===== src/rtl/unpooler_pkg.sv =====
// Shared types and helpers for the nearest-neighbour unpooler.
// Counter widths derive from the instance's m and p through cnt_width().
package unpooler_pkg;

   typedef enum logic [0:0] {
      StFill   = 1'b0,
      StReplay = 1'b1
   } state_e;

   // Counter width for a modulo-n counter; never narrower than one bit.
   function automatic int cnt_width(input int unsigned n);
      return (n > 1) ? $clog2(n) : 1;
   endfunction

endpackage


===== src/rtl/unpool_line_buf.sv =====
// Recirculating shift register holding one pooled input row.
// q is the oldest word; the parent chooses whether d is a new word or q itself.
module unpool_line_buf #(
   parameter int unsigned Depth = 4,
   parameter int unsigned N     = 16
) (
   input  logic         clk,
   input  logic         master_rst,
   input  logic         shift,
   input  logic [N-1:0] d,
   output logic [N-1:0] q
);

   logic [N-1:0] mem_q [Depth];
   logic [N-1:0] mem_d [Depth];

   always_comb begin
      for (int unsigned i = 0; i < Depth; i++) begin
         mem_d[i] = mem_q[i];
      end
      if (shift) begin
         mem_d[0] = d;
         for (int unsigned i = 1; i < Depth; i++) begin
            mem_d[i] = mem_q[i-1];
         end
      end
   end

   always_ff @(posedge clk or negedge master_rst) begin
      if (!master_rst) begin
         for (int unsigned i = 0; i < Depth; i++) begin
            mem_q[i] <= '0;
         end
      end else begin
         mem_q <= mem_d;
      end
   end

   assign q = mem_q[Depth-1];

endmodule


===== src/rtl/unpooler.sv =====
// Nearest-neighbour upsampler: each pooled word becomes a p x p block of the
// m x m output raster. The first row of a band streams from the input; the
// remaining p-1 rows are replayed from the line buffer.
module unpooler
   import unpooler_pkg::*;
#(
   parameter int unsigned m = 12,
   parameter int unsigned p = 3,
   parameter int unsigned N = 16
) (
   input  logic         clk,
   input  logic         master_rst,
   input  logic         ce,
   input  logic [N-1:0] data_in,
   input  logic         in_valid,
   output logic         in_ready,
   output logic [N-1:0] data_out,
   output logic         valid_op,
   output logic         end_op
);

   localparam int unsigned D  = m / p;
   localparam int unsigned CW = cnt_width(D);
   localparam int unsigned RW = cnt_width(p);
   localparam logic [CW-1:0] ColLast = CW'(D - 1);
   localparam logic [RW-1:0] RepLast = RW'(p - 1);
   localparam bit Replay = (p > 1);

   state_e        state_q, state_d;
   logic [RW-1:0] rx_q, rx_d, ry_q, ry_d;
   logic [CW-1:0] col_q, col_d, band_q, band_d;
   logic [N-1:0]  hold_q, hold_d;
   logic          hold_v_q, hold_v_d;

   logic          lb_shift;
   logic [N-1:0]  lb_d, lb_q;

   logic last_rep, last_col, last_band, last_row, out_v, accept, in_fill;

   assign in_fill   = (state_q == StFill);
   assign last_rep  = (rx_q == RepLast);
   assign last_col  = (col_q == ColLast);
   assign last_band = (band_q == ColLast);
   assign last_row  = (ry_q == RepLast);
   assign out_v     = !in_fill || hold_v_q;

   // The final fill word of a band must not be followed by a new accept:
   // the next cycle belongs to the replay rows.
   assign in_ready = ce && in_fill && (!hold_v_q || (last_rep && !(Replay && last_col)));
   assign accept   = in_valid && in_ready;

   assign data_out = hold_q;
   assign valid_op = ce && out_v;
   assign end_op   = valid_op && last_rep && last_col && last_band && last_row;

   always_comb begin
      state_d  = state_q;
      rx_d     = rx_q;
      ry_d     = ry_q;
      col_d    = col_q;
      band_d   = band_q;
      hold_d   = hold_q;
      hold_v_d = hold_v_q;
      lb_shift = 1'b0;
      lb_d     = lb_q;

      if (ce && out_v) begin
         rx_d = last_rep ? '0 : rx_q + 1'b1;
         if (last_rep) begin
            col_d = last_col ? '0 : col_q + 1'b1;
            if (in_fill) begin
               hold_v_d = 1'b0;
               if (last_col) begin
                  if (Replay) begin
                     state_d  = StReplay;
                     ry_d     = RW'(1);
                     hold_d   = lb_q;
                     lb_shift = 1'b1;
                  end else begin
                     band_d = last_band ? '0 : band_q + 1'b1;
                  end
               end
            end else if (last_col && last_row) begin
               state_d = StFill;
               ry_d    = '0;
               band_d  = last_band ? '0 : band_q + 1'b1;
            end else begin
               // Fetch the next column one cycle ahead so replay stays bubble-free.
               if (last_col) begin
                  ry_d = ry_q + 1'b1;
               end
               hold_d   = lb_q;
               lb_shift = 1'b1;
            end
         end
      end

      if (accept) begin
         hold_d   = data_in;
         hold_v_d = 1'b1;
         rx_d     = '0;
         lb_shift = 1'b1;
         lb_d     = data_in;
      end
   end

   always_ff @(posedge clk or negedge master_rst) begin
      if (!master_rst) begin
         state_q  <= StFill;
         rx_q     <= '0;
         ry_q     <= '0;
         col_q    <= '0;
         band_q   <= '0;
         hold_q   <= '0;
         hold_v_q <= 1'b0;
      end else begin
         state_q  <= state_d;
         rx_q     <= rx_d;
         ry_q     <= ry_d;
         col_q    <= col_d;
         band_q   <= band_d;
         hold_q   <= hold_d;
         hold_v_q <= hold_v_d;
      end
   end

   unpool_line_buf #(
      .Depth(D),
      .N    (N)
   ) u_line_buf (
      .clk       (clk),
      .master_rst(master_rst),
      .shift     (lb_shift),
      .d         (lb_d),
      .q         (lb_q)
   );

endmodule


===== config.mk =====
export PLATFORM = sky130hd
export DESIGN_NAME = unpooler
export DESIGN_NICKNAME = d
export VERILOG_FILES = /design/src/rtl/unpooler_pkg.sv /design/src/rtl/unpool_line_buf.sv /design/src/rtl/unpooler.sv
export SDC_FILE = /design/constraint.sdc
export NUM_CORES = 1
export LEC_CHECK = 0
export ABC_AREA = 1
export CAP_MARGIN = 15
export CELL_PAD_IN_SITES_DETAIL_PLACEMENT = 1
export CELL_PAD_IN_SITES_GLOBAL_PLACEMENT = 1
export CORE_UTILIZATION = 39
export CTS_CLUSTER_DIAMETER = 30
export DETAILED_ROUTE_END_ITERATION = 8
export GPL_TIMING_DRIVEN = 0
export PLACE_DENSITY_LB_ADDON = 0.1
export SETUP_SLACK_MARGIN = 0.3
export SLEW_MARGIN = 20
export SYNTH_ARGS = -nofsm -noshare
export SYNTH_HDL_FRONTEND = slang
export SYNTH_SLANG_ARGS = --single-unit

===== constraint.sdc =====
create_clock -name clk -period 1.75 [get_ports clk]
set_input_delay 0.175 -clock clk [delete_from_list [all_inputs] [get_ports clk]]
set_output_delay 0.175 -clock clk [all_outputs]
set_load 0.05 [all_outputs]

# --- After elaboration in Yosys (flattened, before gate mapping) ---
# Index checks and enable logic that the tools add are counted.
word_totals:
  ff_bits: 90
  latch_bits: 0
  mem_bits_rw: 0
  mem_bits_ro: 0
  out_inout_bits: 19
  mem_count: 0
classes:
  n_addsub: 4
  mul: 0
  n_div: 0
  order_cmp: 0
  n_eq_ne: 6
  shift: 0
  n_mux: 26
  bitwise_logic: 1
  reduce_logical: 24
ops:
  columns: ["operator", "n"]
  rows:
  - ["16-bit two-way mux", 7]
  - ["2-bit two-way mux", 9]
  - ["4-bit AND reduction", 3]
  - ["1-bit logical AND", 10]
  - ["1-bit two-way mux", 10]
  - ["2-bit by 1-bit adder with 2-bit output, second input constant", 4]
  - ["2-bit == test, second input constant", 4]
  - ["2-bit nonzero test", 4]
  - ["3-bit inequality test, second input constant", 1]
  - ["3-bit AND reduction", 1]
  - ["3-bit nonzero test", 1]
  - ["1-bit zero test", 2]
  - ["1-bit logical OR", 2]
  - ["2-bit by 1-bit inequality test with 1-bit output, second input constant", 1]
  - ["2-bit AND reduction", 1]
  - ["1-bit NOT", 1]

# --- Depth between registers and ports, before layout ---
logic_depth:
  depth_word: 8
  depth_mapped: 11
  mapped_depth_nobuf: 9

# --- Modules after synthesis ---
# From an unflattened synthesis, not the netlist that was laid out.
hier_totals:
  cells_unflattened: 476
  hier_area_um2: 4038.9
modules_own_cells:
  columns: ["module", "n_inst", "cells_per_inst", "area_each_um2", "seq_area_each_um2"]
  rows:
  - ["unpool_line_buf", 1, 286, 2566.2, 1601.5]
  - ["unpooler", 1, 190, 1472.7, 650.6]

# --- Worst setup path before layout ---
# OpenSTA, ideal clock, no wires.
synth_timing:
  path_kind: "register to output"
  start: "register rx_q[0]"
  end: "output port end_op"
  t_arrival_ps: 1845
  required_time_ps: 1575
  setup_slack_ps: -270
  stages_incl_launch_ff: 6
  n_path_buf: 0
  path_cell_list: "dfrtp_1 -> inv_1 -> nand2_1 -> nor2_4 -> inv_1 -> nor3_1"
synth_between:
  elab_chain_len: 5
synth_lines:
  columns: ["item", "line", "text"]
  rows:
  - ["start: declaration", "unpooler.sv:30", "logic [RW-1:0] rx_q, rx_d, ry_q, ry_d;"]
  - ["start signal: assignment", "unpooler.sv:118", "rx_q <= rx_d;"]
  - ["2-bit == test", "unpooler.sv:41", "assign last_rep = (rx_q == RepLast);"]
  - ["1-bit logical AND (4 in a row)", "unpooler.sv:54", "assign end_op = valid_op && last_rep && last_col && last_band && last_row;"]
  - ["end: declaration", "unpooler.sv:19", "output logic end_op"]
# Every way passes these cells.

# --- Worst setup path in the final report ---
layout_timing:
  start: "register col_q[1]"
  end: "register u_line_buf.mem_q[58] (netlist bit)"
layout_between:
  elab_chain_len: 7
  elab_cells_between_ends: 14
  classes_between: "eq/ne (1); mux (7); reduce/logical (6)"
layout_lines:
  columns: ["item", "line", "text"]
  rows:
  - ["start: declaration", "unpooler.sv:31", "logic [CW-1:0] col_q, col_d, band_q, band_d;"]
  - ["start signal: assignment", "unpooler.sv:120", "col_q <= col_d;"]
  - ["2-bit == test *", "unpooler.sv:42", "assign last_col = (col_q == ColLast);"]
  - ["1-bit logical AND / 1-bit zero test (equally long branches)", "unpooler.sv:83, unpooler.sv:49", null]
  - ["1-bit two-way mux / 1-bit logical AND (equally long branches)", "unpooler.sv:83, unpooler.sv:49", null]
  - ["1-bit two-way mux / 1-bit logical OR (equally long branches)", "unpooler.sv:71, unpooler.sv:49", null]
  - ["1-bit two-way mux / 1-bit logical AND (equally long branches)", "unpooler.sv:69, unpooler.sv:49", null]
  - ["1-bit two-way mux / 1-bit logical AND (equally long branches)", "unpooler.sv:67, unpooler.sv:50", null]
  - ["1-bit two-way mux / 16-bit two-way mux (equally long branches)", "unpooler.sv:98", "if (accept) begin"]
  - ["end signal: assignment", "unpool_line_buf.sv:35", "mem_q <= mem_d;"]
  - ["end: declaration", "unpool_line_buf.sv:14", "logic [N-1:0] mem_q [Depth];"]
# Every way passes the cells marked *; elsewhere a longest branch is shown, timed or not.
# A chain may end at the register's enable or synchronous reset.

==> flow_metrics.tcl <==
set metrics [dict create \
    status "finished with violations" \
    violations "negative setup slack" \
    path_max_fanout 6 \
    worst_slack_ns -0.0718 \
    coreArea_sq_mm 0.00973 \
    ios 39 \
    drc 0 \
    crit_path_start_kind "register" \
    layout_commonest_cell "dfrtp_1" \
    cts_sinks 90 \
    clkTransAtPathRegs_ns 0.10 \
    finalWirelength_um 16200 \
    final_cell_mix "dfrtp_1 (87), nand2_1 (84), nand2_2 (75)" \
    reg2regPathDepth 11 \
    synth.distinct_cells 24 \
    hold_path_class "in2async" \
    rows 36 \
    cts_tree "yes" \
    cts_buffers 9 \
    start_util 0.401 \
    cp_data_required_time_ns 2.01 \
    arrival_ns 2.09 \
    placed_cells 621 \
    gp_congestion 0.769 \
    worst_slew_pin_slew_ns 0.521 \
    path_buf_inv 4 \
    reg2reg_to "u_line_buf.mem_q[58]$_DFFE_PN0P_" \
    maxCapViolCount 0 \
    syn_to_final_growth_pct 60.9 \
    setup_tns_ns -1.69 \
    drtIter0Drc 131 \
    max_freq_mhz 549 \
    rsz0062_at_grt "true" \
    cellLeakagePower_nw 3.48 \
    dieWidth_um 102 \
    synthesis.area_sq_mm 0.00390 \
    max_stage_delay_ns 0.39 \
    avgSynthCellArea_sq_um 8.67 \
    rrSetupSlack_ns -0.07 \
    ys_top_cells_by_area "dfrtp_1 (58%), nand2_1 (19%), nand3_1 (11%)" \
    crit_family "simple AND/OR/NAND/NOR gates" \
    yosys_warnings 0 \
    dieArea_sq_mm 0.0104 \
    yosys.area.top_type "dfrtp_1" \
    grt_pass1_wl_um 20800 \
    viasPerCell 5.44 \
    reg2reg_from "col_q[1]$_DFFE_PN0P_" \
    htree_num_levels 3 \
    finClkSkew_ns 0.0203 \
    synth_top_area_frac 0.577 \
    vias 3741 \
    grt_antenna_before_repair 0 \
    grt-ovfl-total 0 \
    n_antenna_cell 0 \
    grt_pass1_vias 3822 \
    syn_inst 450 \
    wl_per_cell_um 23.5 \
    hold_violations 0 \
    synth_nets 473 \
    slew_violations 0 \
    clock_latency_ns 0.39 \
    root_buffer "clkbuf_8" \
    final_cells 688 \
    total_power_mw 10.2 \
    critPathKind "reg2reg" \
    setup_viol 67 \
    grt_max_degree 54 \
    drive_gt1_frac 0.490 \
    relSlewSlack 0.654 \
    portBuffers 37 \
    synth-seq-cells 90 \
    drtAntennaViolNets 0 \
    grtUsageTotal 0.271 \
    ir_drop_mv 1.11 \
    fin_nets 573 \
    dp_hpwl_um 7670 \
    drtPass1Iterations 4 \
    die_h_um 102 \
    timing.final.crit_share 1.04 \
    yosysSeqAreaShare 0.577 \
    cp_cell_sequence "ha_2 > buf_4 > nand3_4 > inv_4 > nand2_4 > buf_12 > nand3_4 > nand2_8 > buf_4 > nand2_2 > nand2_1" \
    cp-end-kind "register" \
    post-route-min-period_ns 1.82 \
    cpMaxStageDelayCell "dfrtp_1" \
    cts_max_path_buffers 2 \
    power_density_mw_per_mm2 1620 \
]
[metrics by stage]
step / setup slack [ns] / hold WS [ns] / util / area [sq um]
after floorplan: 0.229 / -0.121 / - / 3940
after global placement: -2.95 / 0.455 / 0.460 / 4480
after detailed placement: -0.486 / 0.103 / 0.463 / 4510
after CTS: 0.0301 / 0.275 / 0.575 / 5600
after global routing: -0.164 / 0.300 / 0.645 / 6280
final: -0.0718 / 0.270 / 0.645 / 6280
[cells by family after synthesis]
kind of cell,Yosys count,share of synthesized area
fa+ha+maj,3,0.00962
simple gates,303,0.339
flops,90,0.577
compound gates,13,0.0183
buf+inv,41,0.0558
[metal layers]
layer	track usage	share of wire	wire length, um	up-vias
li1	-	-	-	1678
met1	0.343	0.42	6790	1923
met2	0.456	0.51	8300	104
met3	0.0438	0.035	570	36
met4	0.126	0.031	509	0
met5	0	0	0	-
[report_power, final]
group | internal (mW) | switching, mW
registers | 2.95 | 0.862
logic | 1.95 | 2.87
clock network | 0.733 | 0.836
total | 5.64 | 4.56
[repair_timing]
action	4_1_cts	5_1_grt
pin swaps	29	46
setup endpoints to repair	105	107
gates cloned	12	5
hold buffers	1	0
resized for setup	162	173
endpoints found under the hold margin	37	0
buffers inserted	22	11
[how the worst max path moves through the flow]
stage / from / end / slack, ns / cells past startpoint
final: col_q[1]$_DFFE_PN0P_ / u_line_buf.mem_q[58]$_DFFE_PN0P_ / -0.07 / 11
after global routing: state_q$_DFFE_PN0P_ / u_line_buf.mem_q[58]$_DFFE_PN0P_ / -0.16 / 10
after CTS: col_q[1]$_DFFE_PN0P_ / u_line_buf.q[4]$_DFFE_PN0P_ / 0.03 / 11
after detailed placement: ce / end_op / -0.49 / 6
after global placement: master_rst / u_line_buf.mem_q[23]$_DFFE_PN0P_ / -2.95 / 1
after floorplan: col_q[0]$_DFFE_PN0P_ / u_line_buf.mem_q[48]$_DFFE_PN0P_ / 0.23 / 10
[sequential cells by signal, summed over array words and instances, names as in the netlist]
name	count
u_line_buf.mem_q	48
col_q	2
u_line_buf.q	16
state_q	1
ry_q	2
rx_q	2
hold_v_q	1
band_q	2
data_out	16
[Yosys cell counts]
| library cell | number |
|---|---|
| nand2_1 | 194 |
| dfrtp_1 | 90 |
| nand3_1 | 85 |
| nand4_1 | 16 |
| buf_2 | 15 |
| inv_1 | 10 |
| o21ai_0 | 8 |
| buf_4 | 6 |
| a21oi_1 | 3 |
| buf_6 | 3 |
| clkbuf_1 | 3 |
| ha_1 | 3 |
| buf_1 | 2 |
| inv_2 | 2 |
| nand2_2 | 1 |
| nand2_4 | 1 |
| nand3_2 | 1 |
| nand3_4 | 1 |
| nor2_1 | 1 |
| nor2_4 | 1 |
| nor3_1 | 1 |
| o21ai_2 | 1 |
| o31ai_1 | 1 |
| or2_2 | 1 |
[cell type report]
cell class | instances | area [sq um]
clock buffer | 11 | 151
fill | 1032 | 3450
inverter | 12 | 52.6
sequential | 90 | 2260
timing repair buffer | 86 | 1060
clock inverter | 5 | 52.6
buffer | 29 | 354
multi-input combinational | 322 | 2190
tap | 133 | 166
No activity file was read; power rests on OpenSTA's default activity.
